`src/rtl/bitwise_pkg.sv`:
```
// Shared types and the operation function for the pipelined bit-wise logic unit.
package bitwise_pkg;

  localparam int OP_W  = 3;
  // Widest operand bitwise_f handles; callers zero-extend and truncate.
  localparam int MAX_W = 256;

  typedef enum logic [OP_W-1:0] {
    OP_AND   = 3'b000,
    OP_OR    = 3'b001,
    OP_XOR   = 3'b010,
    OP_NAND  = 3'b011,
    OP_NOR   = 3'b100,
    OP_XNOR  = 3'b101,
    OP_ANDN  = 3'b110,
    OP_PASSA = 3'b111
  } op_e;

  function automatic logic [MAX_W-1:0] bitwise_f(input logic [MAX_W-1:0] a,
                                                 input logic [MAX_W-1:0] b,
                                                 input op_e              op);
    logic [MAX_W-1:0] r;
    case (op)
      OP_AND:   r = a & b;
      OP_OR:    r = a | b;
      OP_XOR:   r = a ^ b;
      OP_NAND:  r = ~(a & b);
      OP_NOR:   r = ~(a | b);
      OP_XNOR:  r = ~(a ^ b);
      OP_ANDN:  r = a & ~b;
      default:  r = a;
    endcase
    return r;
  endfunction

endpackage

```
`src/rtl/bitwise_pipe_stage.sv`:
```
// One elastic pipeline stage: valid/data registers plus load_ok handshake.
// Optional registered zero/ones flags when BITWISE_FLAGS_EN is defined.
module bitwise_pipe_stage #(
  parameter int W = 32
) (
  input  logic         clk,
  input  logic         rst_n,
  input  logic         i_valid,
  input  logic [W-1:0] i_data,
  input  logic         i_adv,
  output logic         o_valid,
  output logic [W-1:0] o_data,
  output logic         o_load_ok
`ifdef BITWISE_FLAGS_EN
  ,
  input  logic         i_zero,
  input  logic         i_ones,
  output logic         o_zero,
  output logic         o_ones
`endif
);

  logic         r_valid;
  logic [W-1:0] r_data;
  logic         w_load_ok;

  assign w_load_ok = !r_valid || i_adv;
  assign o_load_ok = w_load_ok;
  assign o_valid   = r_valid;
  assign o_data    = r_data;

  // Data only moves on a real transfer, so it holds steady while stalled.
  always_ff @(posedge clk or negedge rst_n) begin
    if (!rst_n) begin
      r_valid <= 1'b0;
      r_data  <= '0;
    end else if (w_load_ok) begin
      r_valid <= i_valid;
      if (i_valid) r_data <= i_data;
    end
  end

`ifdef BITWISE_FLAGS_EN
  logic r_zero;
  logic r_ones;

  assign o_zero = r_zero;
  assign o_ones = r_ones;

  always_ff @(posedge clk or negedge rst_n) begin
    if (!rst_n) begin
      r_zero <= 1'b1;
      r_ones <= 1'b0;
    end else if (w_load_ok && i_valid) begin
      r_zero <= i_zero;
      r_ones <= i_ones;
    end
  end
`endif

endmodule

```
`src/rtl/pipelined_bitwise_logic.sv`:
```
// Selectable-operation N-bit bit-wise logic unit behind a STAGES-deep elastic pipeline.
// Define BITWISE_FLAGS_EN to add registered zero/ones result flags.
module pipelined_bitwise_logic
  import bitwise_pkg::*;
#(
  parameter int N      = 32,
  parameter int STAGES = 2
) (
  input  logic         clk,
  input  logic         rst_n,
  input  logic         in_valid,
  output logic         in_ready,
  input  logic [N-1:0] a,
  input  logic [N-1:0] b,
  input  logic [2:0]   op,
  output logic         out_valid,
  input  logic         out_ready,
  output logic [N-1:0] c
`ifdef BITWISE_FLAGS_EN
  ,
  output logic         zero,
  output logic         ones
`endif
);

  logic [N-1:0] w_res;

  assign w_res = N'(bitwise_f(MAX_W'(a), MAX_W'(b), op_e'(op)));

  for (genvar s = 0; s < STAGES; s++) begin : g_stage
    logic         w_up_valid;
    logic [N-1:0] w_up_data;
    logic         w_adv;
    logic         w_valid;
    logic [N-1:0] w_data;
    logic         w_load_ok;
`ifdef BITWISE_FLAGS_EN
    logic         w_up_zero;
    logic         w_up_ones;
    logic         w_zero;
    logic         w_ones;
`endif

    if (s == 0) begin : g_first
      assign w_up_valid = in_valid;
      assign w_up_data  = w_res;
`ifdef BITWISE_FLAGS_EN
      assign w_up_zero  = ~|w_res;
      assign w_up_ones  = &w_res;
`endif
    end else begin : g_next
      assign w_up_valid = g_stage[s-1].w_valid;
      assign w_up_data  = g_stage[s-1].w_data;
`ifdef BITWISE_FLAGS_EN
      assign w_up_zero  = g_stage[s-1].w_zero;
      assign w_up_ones  = g_stage[s-1].w_ones;
`endif
    end

    // Ready ripples back combinationally from out_ready, giving bubble-free flow.
    if (s == STAGES - 1) begin : g_last
      assign w_adv = out_ready;
    end else begin : g_inner
      assign w_adv = g_stage[s+1].w_load_ok;
    end

    bitwise_pipe_stage #(.W(N)) u_stage (
      .clk       (clk),
      .rst_n     (rst_n),
      .i_valid   (w_up_valid),
      .i_data    (w_up_data),
      .i_adv     (w_adv),
      .o_valid   (w_valid),
      .o_data    (w_data),
      .o_load_ok (w_load_ok)
`ifdef BITWISE_FLAGS_EN
      ,
      .i_zero    (w_up_zero),
      .i_ones    (w_up_ones),
      .o_zero    (w_zero),
      .o_ones    (w_ones)
`endif
    );
  end

  assign in_ready  = g_stage[0].w_load_ok;
  assign out_valid = g_stage[STAGES-1].w_valid;
  assign c         = g_stage[STAGES-1].w_data;
`ifdef BITWISE_FLAGS_EN
  assign zero      = g_stage[STAGES-1].w_zero;
  assign ones      = g_stage[STAGES-1].w_ones;
`endif

endmodule

```
`config.mk`:
```
export PLATFORM = sky130hd
export DESIGN_NAME = pipelined_bitwise_logic
export DESIGN_NICKNAME = d
export VERILOG_FILES = /design/src/rtl/bitwise_pkg.sv /design/src/rtl/bitwise_pipe_stage.sv /design/src/rtl/pipelined_bitwise_logic.sv
export SDC_FILE = /design/constraint.sdc
export NUM_CORES = 1
export LEC_CHECK = 0
export ABC_CLOCK_PERIOD_IN_PS = 1300
export CAP_MARGIN = 20
export CELL_PAD_IN_SITES_DETAIL_PLACEMENT = 0
export CELL_PAD_IN_SITES_GLOBAL_PLACEMENT = 1
export CORE_MARGIN = 5
export CORE_UTILIZATION = 49
export DETAILED_ROUTE_END_ITERATION = 8
export DONT_BUFFER_PORTS = 1
export PLACE_DENSITY = 0.92
export REMOVE_ABC_BUFFERS = 1
export SETUP_SLACK_MARGIN = 0.2
export SYNTH_ARGS = -nofsm -noshare
export SYNTH_HDL_FRONTEND = slang
export SYNTH_SLANG_ARGS = --single-unit
```
`constraint.sdc`:
```
create_clock -name clk -period 1.3 [get_ports clk]
set_input_delay 0.13 -clock clk [delete_from_list [all_inputs] [get_ports clk]]
set_output_delay 0.13 -clock clk [all_outputs]
set_load 0.05 [all_outputs]
```
==> Word level (Yosys, flattened, before mapping) <==
Cells that the tools add are included.
{ "totals": {"register_bits": 66, "wordCells": 26} }
{ "op_classes": {"n_eq_ne": 6, "reduce_logical": 7, "n_mux": 1, "bitwise_logic": 8} }
{ "op_table": {"columns": ["op", "n"], "rows": [
  ["$pmux 32 s7", 1],
  ["$not 32->32", 4],
  ["$and 32x32->32", 2],
  ["$or 32x32->32", 1],
  ["$xor 32x32->32", 1],
  ["$eq 3x3->1 const B", 3],
  ["$eq 3x2->1 const B", 2],
  ["$reduce_and 2->1", 2],
  ["$eq 3x1->1 const B", 1],
  ["$logic_not 3->1", 1],
  ["$logic_not 1->1", 2],
  ["$logic_or 1x1->1", 2]
]} }

==> Logic depth before layout (Yosys ltp) <==
{ "logic_depth": {"depth_word": 4, "mapped_depth": 7, "mapped_depth_nobuf": 6} }

==> Modules after synthesis <==
A second synthesis with hierarchy kept.
{ "unflattened": {"hier_cells": 657, "hier_area_um2": 6382.4} }
{ "by_module_without_submodules": {"columns": ["module", "cells_each", "instances", "seq_area_each_um2", "area_each_um2"], "rows": [
  ["pipelined_bitwise_logic", 515, 1, 0.0, 3599.7],
  ["bitwise_pipe_stage", 71, 2, 825.8, 1391.3]
]} }

==> Worst setup path before layout <==
OpenSTA, ideal clock, no wires.
{ "synth_timing": {"path_type": "flip-flop to flip-flop", "startpoint": "register g_stage[1].u_stage.r_valid", "endpoint": "register g_stage[0].u_stage.r_data[18]", "slack_ns": -0.720, "arrival_time_ns": 1.943, "path_stages_with_launch": 6, "required_ns": 1.222, "path_cell_list": "dfrtp_1 nand3b_1 nand2_1 clkbuf_1 nand2_1 o21ai_1"} }
{ "synth_via": {"elab_chain_cells": 4} }
{ "synth_lines": {"columns": ["element", "line_no", "rtl"], "rows": [
  ["from (decl)", "bitwise_pipe_stage.sv:23", "logic r_valid;"],
  ["from (signal assigned)", "bitwise_pipe_stage.sv:38", "r_valid <= i_valid;"],
  ["$logic_not 1->1", "bitwise_pipe_stage.sv:27", "assign w_load_ok = !r_valid || i_adv;"],
  ["$logic_or 1x1->1 (2 in a row)", "bitwise_pipe_stage.sv:27", null],
  ["net in_ready", "pipelined_bitwise_logic.sv:12", "output logic in_ready,"],
  ["$reduce_and 2->1 (no source line)", null, null],
  ["to (signal assigned)", "bitwise_pipe_stage.sv:39", "if (i_valid) r_data <= i_data;"],
  ["to (decl)", "bitwise_pipe_stage.sv:24", "logic [W-1:0] r_data;"]
]} }
The timed path passes the listed nets, and every way through them passes these cells.
A chain may end at the register's enable or synchronous reset.

==> Final worst setup path <==
{ "layout_timing": {"startpoint": "register g_stage[1].u_stage.r_valid", "endpoint": "register g_stage[1].u_stage.r_data[12]"} }
{ "layout_via": {"elab_chain_cells": 3} }
{ "layout_lines": {"columns": ["element", "line_no"], "rows": [
  ["$logic_not 1->1", "bitwise_pipe_stage.sv:27"],
  ["$logic_or 1x1->1", "bitwise_pipe_stage.sv:27"],
  ["$reduce_and 2->1 (no source line)", null],
  ["to (signal assigned)", "bitwise_pipe_stage.sv:39"],
  ["to (decl)", "bitwise_pipe_stage.sv:24"]
]} }
Every way passes these cells.

==> parameters.txt <==
Parameter                              Value

Run status
  Run status    complete, but fails checks
  Failing checks    hold timing

Logic synthesis
  Post-synthesis share of cell area spent on xor and xnor gates    0
  Dominant combinational cell family by area after synthesis    adder cells
  Synth warn    0
  Synthesized-area fraction occupied by adder cells    0.197
  Fraction of the mapped netlist area in compound gates    0.187
  Post-synth EDFFs    0
  Total of flip-flops plus latches after synthesis    66
  Number of instances in the synthesized netlist    698
  Share of synthesized flip-flops with an asynchronous set or reset    1.00
  Distinct cell type count after synthesis    38
  Mean instance size in the synthesized netlist    8.74 um2
  Cell area after technology mapping    6100 um2
  Share of synthesized area spent on multiplexers    0.103
  Main flop type after synthesis    sky130_fd_sc_hd__dfrtp_1
  Fraction of the yosys area taken by sequential cells    0.271
  Synth Area in Simple Gates    0.158

Global route
  Vias in the first global route    5288
  Total grt overflow    0
  Pin count of the biggest net entering global routing    113
  Most crowded layer after global routing    met2
  Number of antenna violations at the first check in global routing    0
  Global-route wire length before repair    25800 um
  Total Routing Usage GR    0.220
  Global routing usage on met3    0.0552
  Grt met2 use    0.383
  GR Layer Usage met1    0.257

Cells and area
  N_diodes    0
  Most common cell after layout, fill and taps aside    sky130_fd_sc_hd__ha_1
  Layout Nets    893
  Fin cells    899
  Fraction of layout cells with a size suffix above 1    0.181
  Synth-to-Final Area Change    17.9%
  Leading cell types in the layout, fill and taps excluded    sky130_fd_sc_hd__ha_1, sky130_fd_sc_hd__inv_1, sky130_fd_sc_hd__dfrtp_1

Pwr
  Leakage power    3.43 nW
  Peak supply drop    0.698 mV
  Power density over cell area    1220 nW/um2
  Power, Total    8.79 mW

Setup path
  Critical path endpoint category    flop
  Data required time at the worst endpoint    1520 ps
  Max Fanout on Critical Path    5
  Startpoint class of the critical path    flop
  Category of the critical setup timing path    reg -> reg
  Worst endpoint data arrival time    1500 ps
  Startpoint of the lowest-slack register-to-register path    g_stage[1].u_stage.o_valid
  Depth of the worst register-to-register path    5
  R2R Setup Slk    20 ps
  Origin of the worst setup path    g_stage[1].u_stage.o_valid
  Terminus of the critical flop-to-flop path    g_stage[1].u_stage.o_data[12]

Clock network
  Post-CTS clock slew at the launch and capture registers of the worst setup and hold paths    50 ps
  CTS Buffer Depth    2
  Clock latency on the worst-skew pair    330 ps
  CTS buffer count    9
  Count of H-tree levels built during CTS    3
  Root Driver    sky130_fd_sc_hd__clkbuf_16
  CTS tree    done
  Post-cts hold buffer count    7
  Number of sinks handled by clock tree synthesis    66

Floorplan
  Die footprint    14800 um2
  Floorplan Core Area    12100 um2
  Floorplan row count    40
  Width of the die    122 um
  Vert. Die Dim    122 um
  Ports placed on the boundary    105
  Initial Utilization    0.504

Drt
  Total number of vias    5246
  Remaining antenna violation count after routing    0
  Post-detailed-route wirelength per cell    18.3 um
  Routed vias/inst    5.84
  Violation count after the first detailed-routing iteration    371
  Remaining design rule violation count    0
  Final wirelength    16400 um
  Initial DRT Pass Iterations    5

Timing
  Worst Clk Skew    4.16 ps
  Final hold slack    -512 ps
  Relative slew margins    0.296
  Count of final hold-check violations    74
  Unrepaired setup endpoints after global routing    yes
  Achievable clock frequency    0.780 GHz
  Measured slew at the worst slew-check pin    1050 ps
  Setup violations, final    0
  Min cycle time layout    1280 ps
  Fin. max-slew vios    0
  Final Cycle Share    0.986
  Final-layout setup total negative slack    0 ps

Place
  Post-placement cell count    865
  Number of input and output port buffers inserted    0
  GPL Wtd Cong    0.784
  HPWL after detailed placement    10400 um

Min path
  Type of the tightest min-delay check    in -> async

Flow run
  Max capacitance violation total    0
==> cell usage after synthesis (18+ instances only) <==
master	number	area (um2)
sky130_fd_sc_hd__nand2_1	36	135
sky130_fd_sc_hd__ha_1	96	1200
sky130_fd_sc_hd__nor2_1	37	139
sky130_fd_sc_hd__mux2_2	42	473
sky130_fd_sc_hd__nand2b_1	48	300
sky130_fd_sc_hd__clkbuf_1	18	67.6
sky130_fd_sc_hd__inv_1	68	255
sky130_fd_sc_hd__buf_2	23	115
sky130_fd_sc_hd__a211oi_1	26	195
sky130_fd_sc_hd__dfrtp_1	66	1650
sky130_fd_sc_hd__a21oi_1	21	105
sky130_fd_sc_hd__o21ai_1	21	105
sky130_fd_sc_hd__o21ai_0	74	370
==> metal layers <==
layer,vias up,share of wire
met5,-,0
met4,0,0.031
met3,40,0.077
met2,194,0.49
met1,2535,0.40
li1,2477,-
==> area by class of cell <==
type / count / area (um2)
inverters: 69 / 259
repair buffers: 66 / 716
multi-input cells: 514 / 4020
flip-flops and latches: 66 / 1650
fillers: 1049 / 4920
well taps: 168 / 210
clock inverters: 4 / 72.6
clock buffers: 12 / 267
==> flip-flops by register name (all words and copies together) (netlist names) <==
register and flops:
g_stage.u_stage.o_valid 2, g_stage.u_stage.o_data 64
==> kinds of logic (layout without fill, tap and decap cells) <==
group,count (synthesis),after routing
fa+ha+maj,96,96
buf+inv,118,151
compound gates,181,181
mux,56,56
flops,66,66
simple gates,181,181
==> power breakdown <==
part           internal, mW  switching (mW)
Combinational          1.31            1.97
Clock                  1.83           0.901
Sequential             2.52           0.252
Total                  5.67            3.12
==> timing repair <==
| action | CTS | global route |
|---|---|---|
| hold endpoints to repair | 73 | 66 |
| pin swaps | 2 | 20 |
| setup endpoints to repair | 65 | 65 |
| gates cloned | 1 | 6 |
| setup buffers | 1 | 3 |
| gates resized for setup | 4 | 49 |
==> metrics by stage <==
stage | worst slack (ps) | util | hold slack, ps | area, um2
after floorplan | -926 | - | -166 | 5840
after global placement | -104 | 0.537 | -164 | 6500
after detailed placement | -122 | 0.537 | -164 | 6500
after CTS | 23.9 | 0.574 | -520 | 6950
after global routing | -26.2 | 0.594 | -528 | 7190
final | 18.7 | 0.594 | -512 | 7190
==> worst max path at each step <==
stage | to | slack [ps] | depth (start not counted)
finish | g_stage[1].u_stage.o_data[12] | 20 | 5
detailed placement | g_stage[0].u_stage.o_data[23] | -120 | 4
CTS | g_stage[0].u_stage.o_data[28] | 20 | 5
global placement | g_stage[0].u_stage.o_data[10] | -100 | 4
floorplan | g_stage[0].u_stage.o_data[18] | -930 | 3
global route | g_stage[0].u_stage.o_data[9] | -30 | 5
==> critical path, cell delays in order (launching register included) <==
cell	delay, ps
sky130_fd_sc_hd__dfrtp_1	370
sky130_fd_sc_hd__buf_4	140
sky130_fd_sc_hd__nand2b_4	90
sky130_fd_sc_hd__nand2_8	90
sky130_fd_sc_hd__clkbuf_16	170
sky130_fd_sc_hd__mux2_4	290
Note: power is estimated with default switching activity, not from simulation.
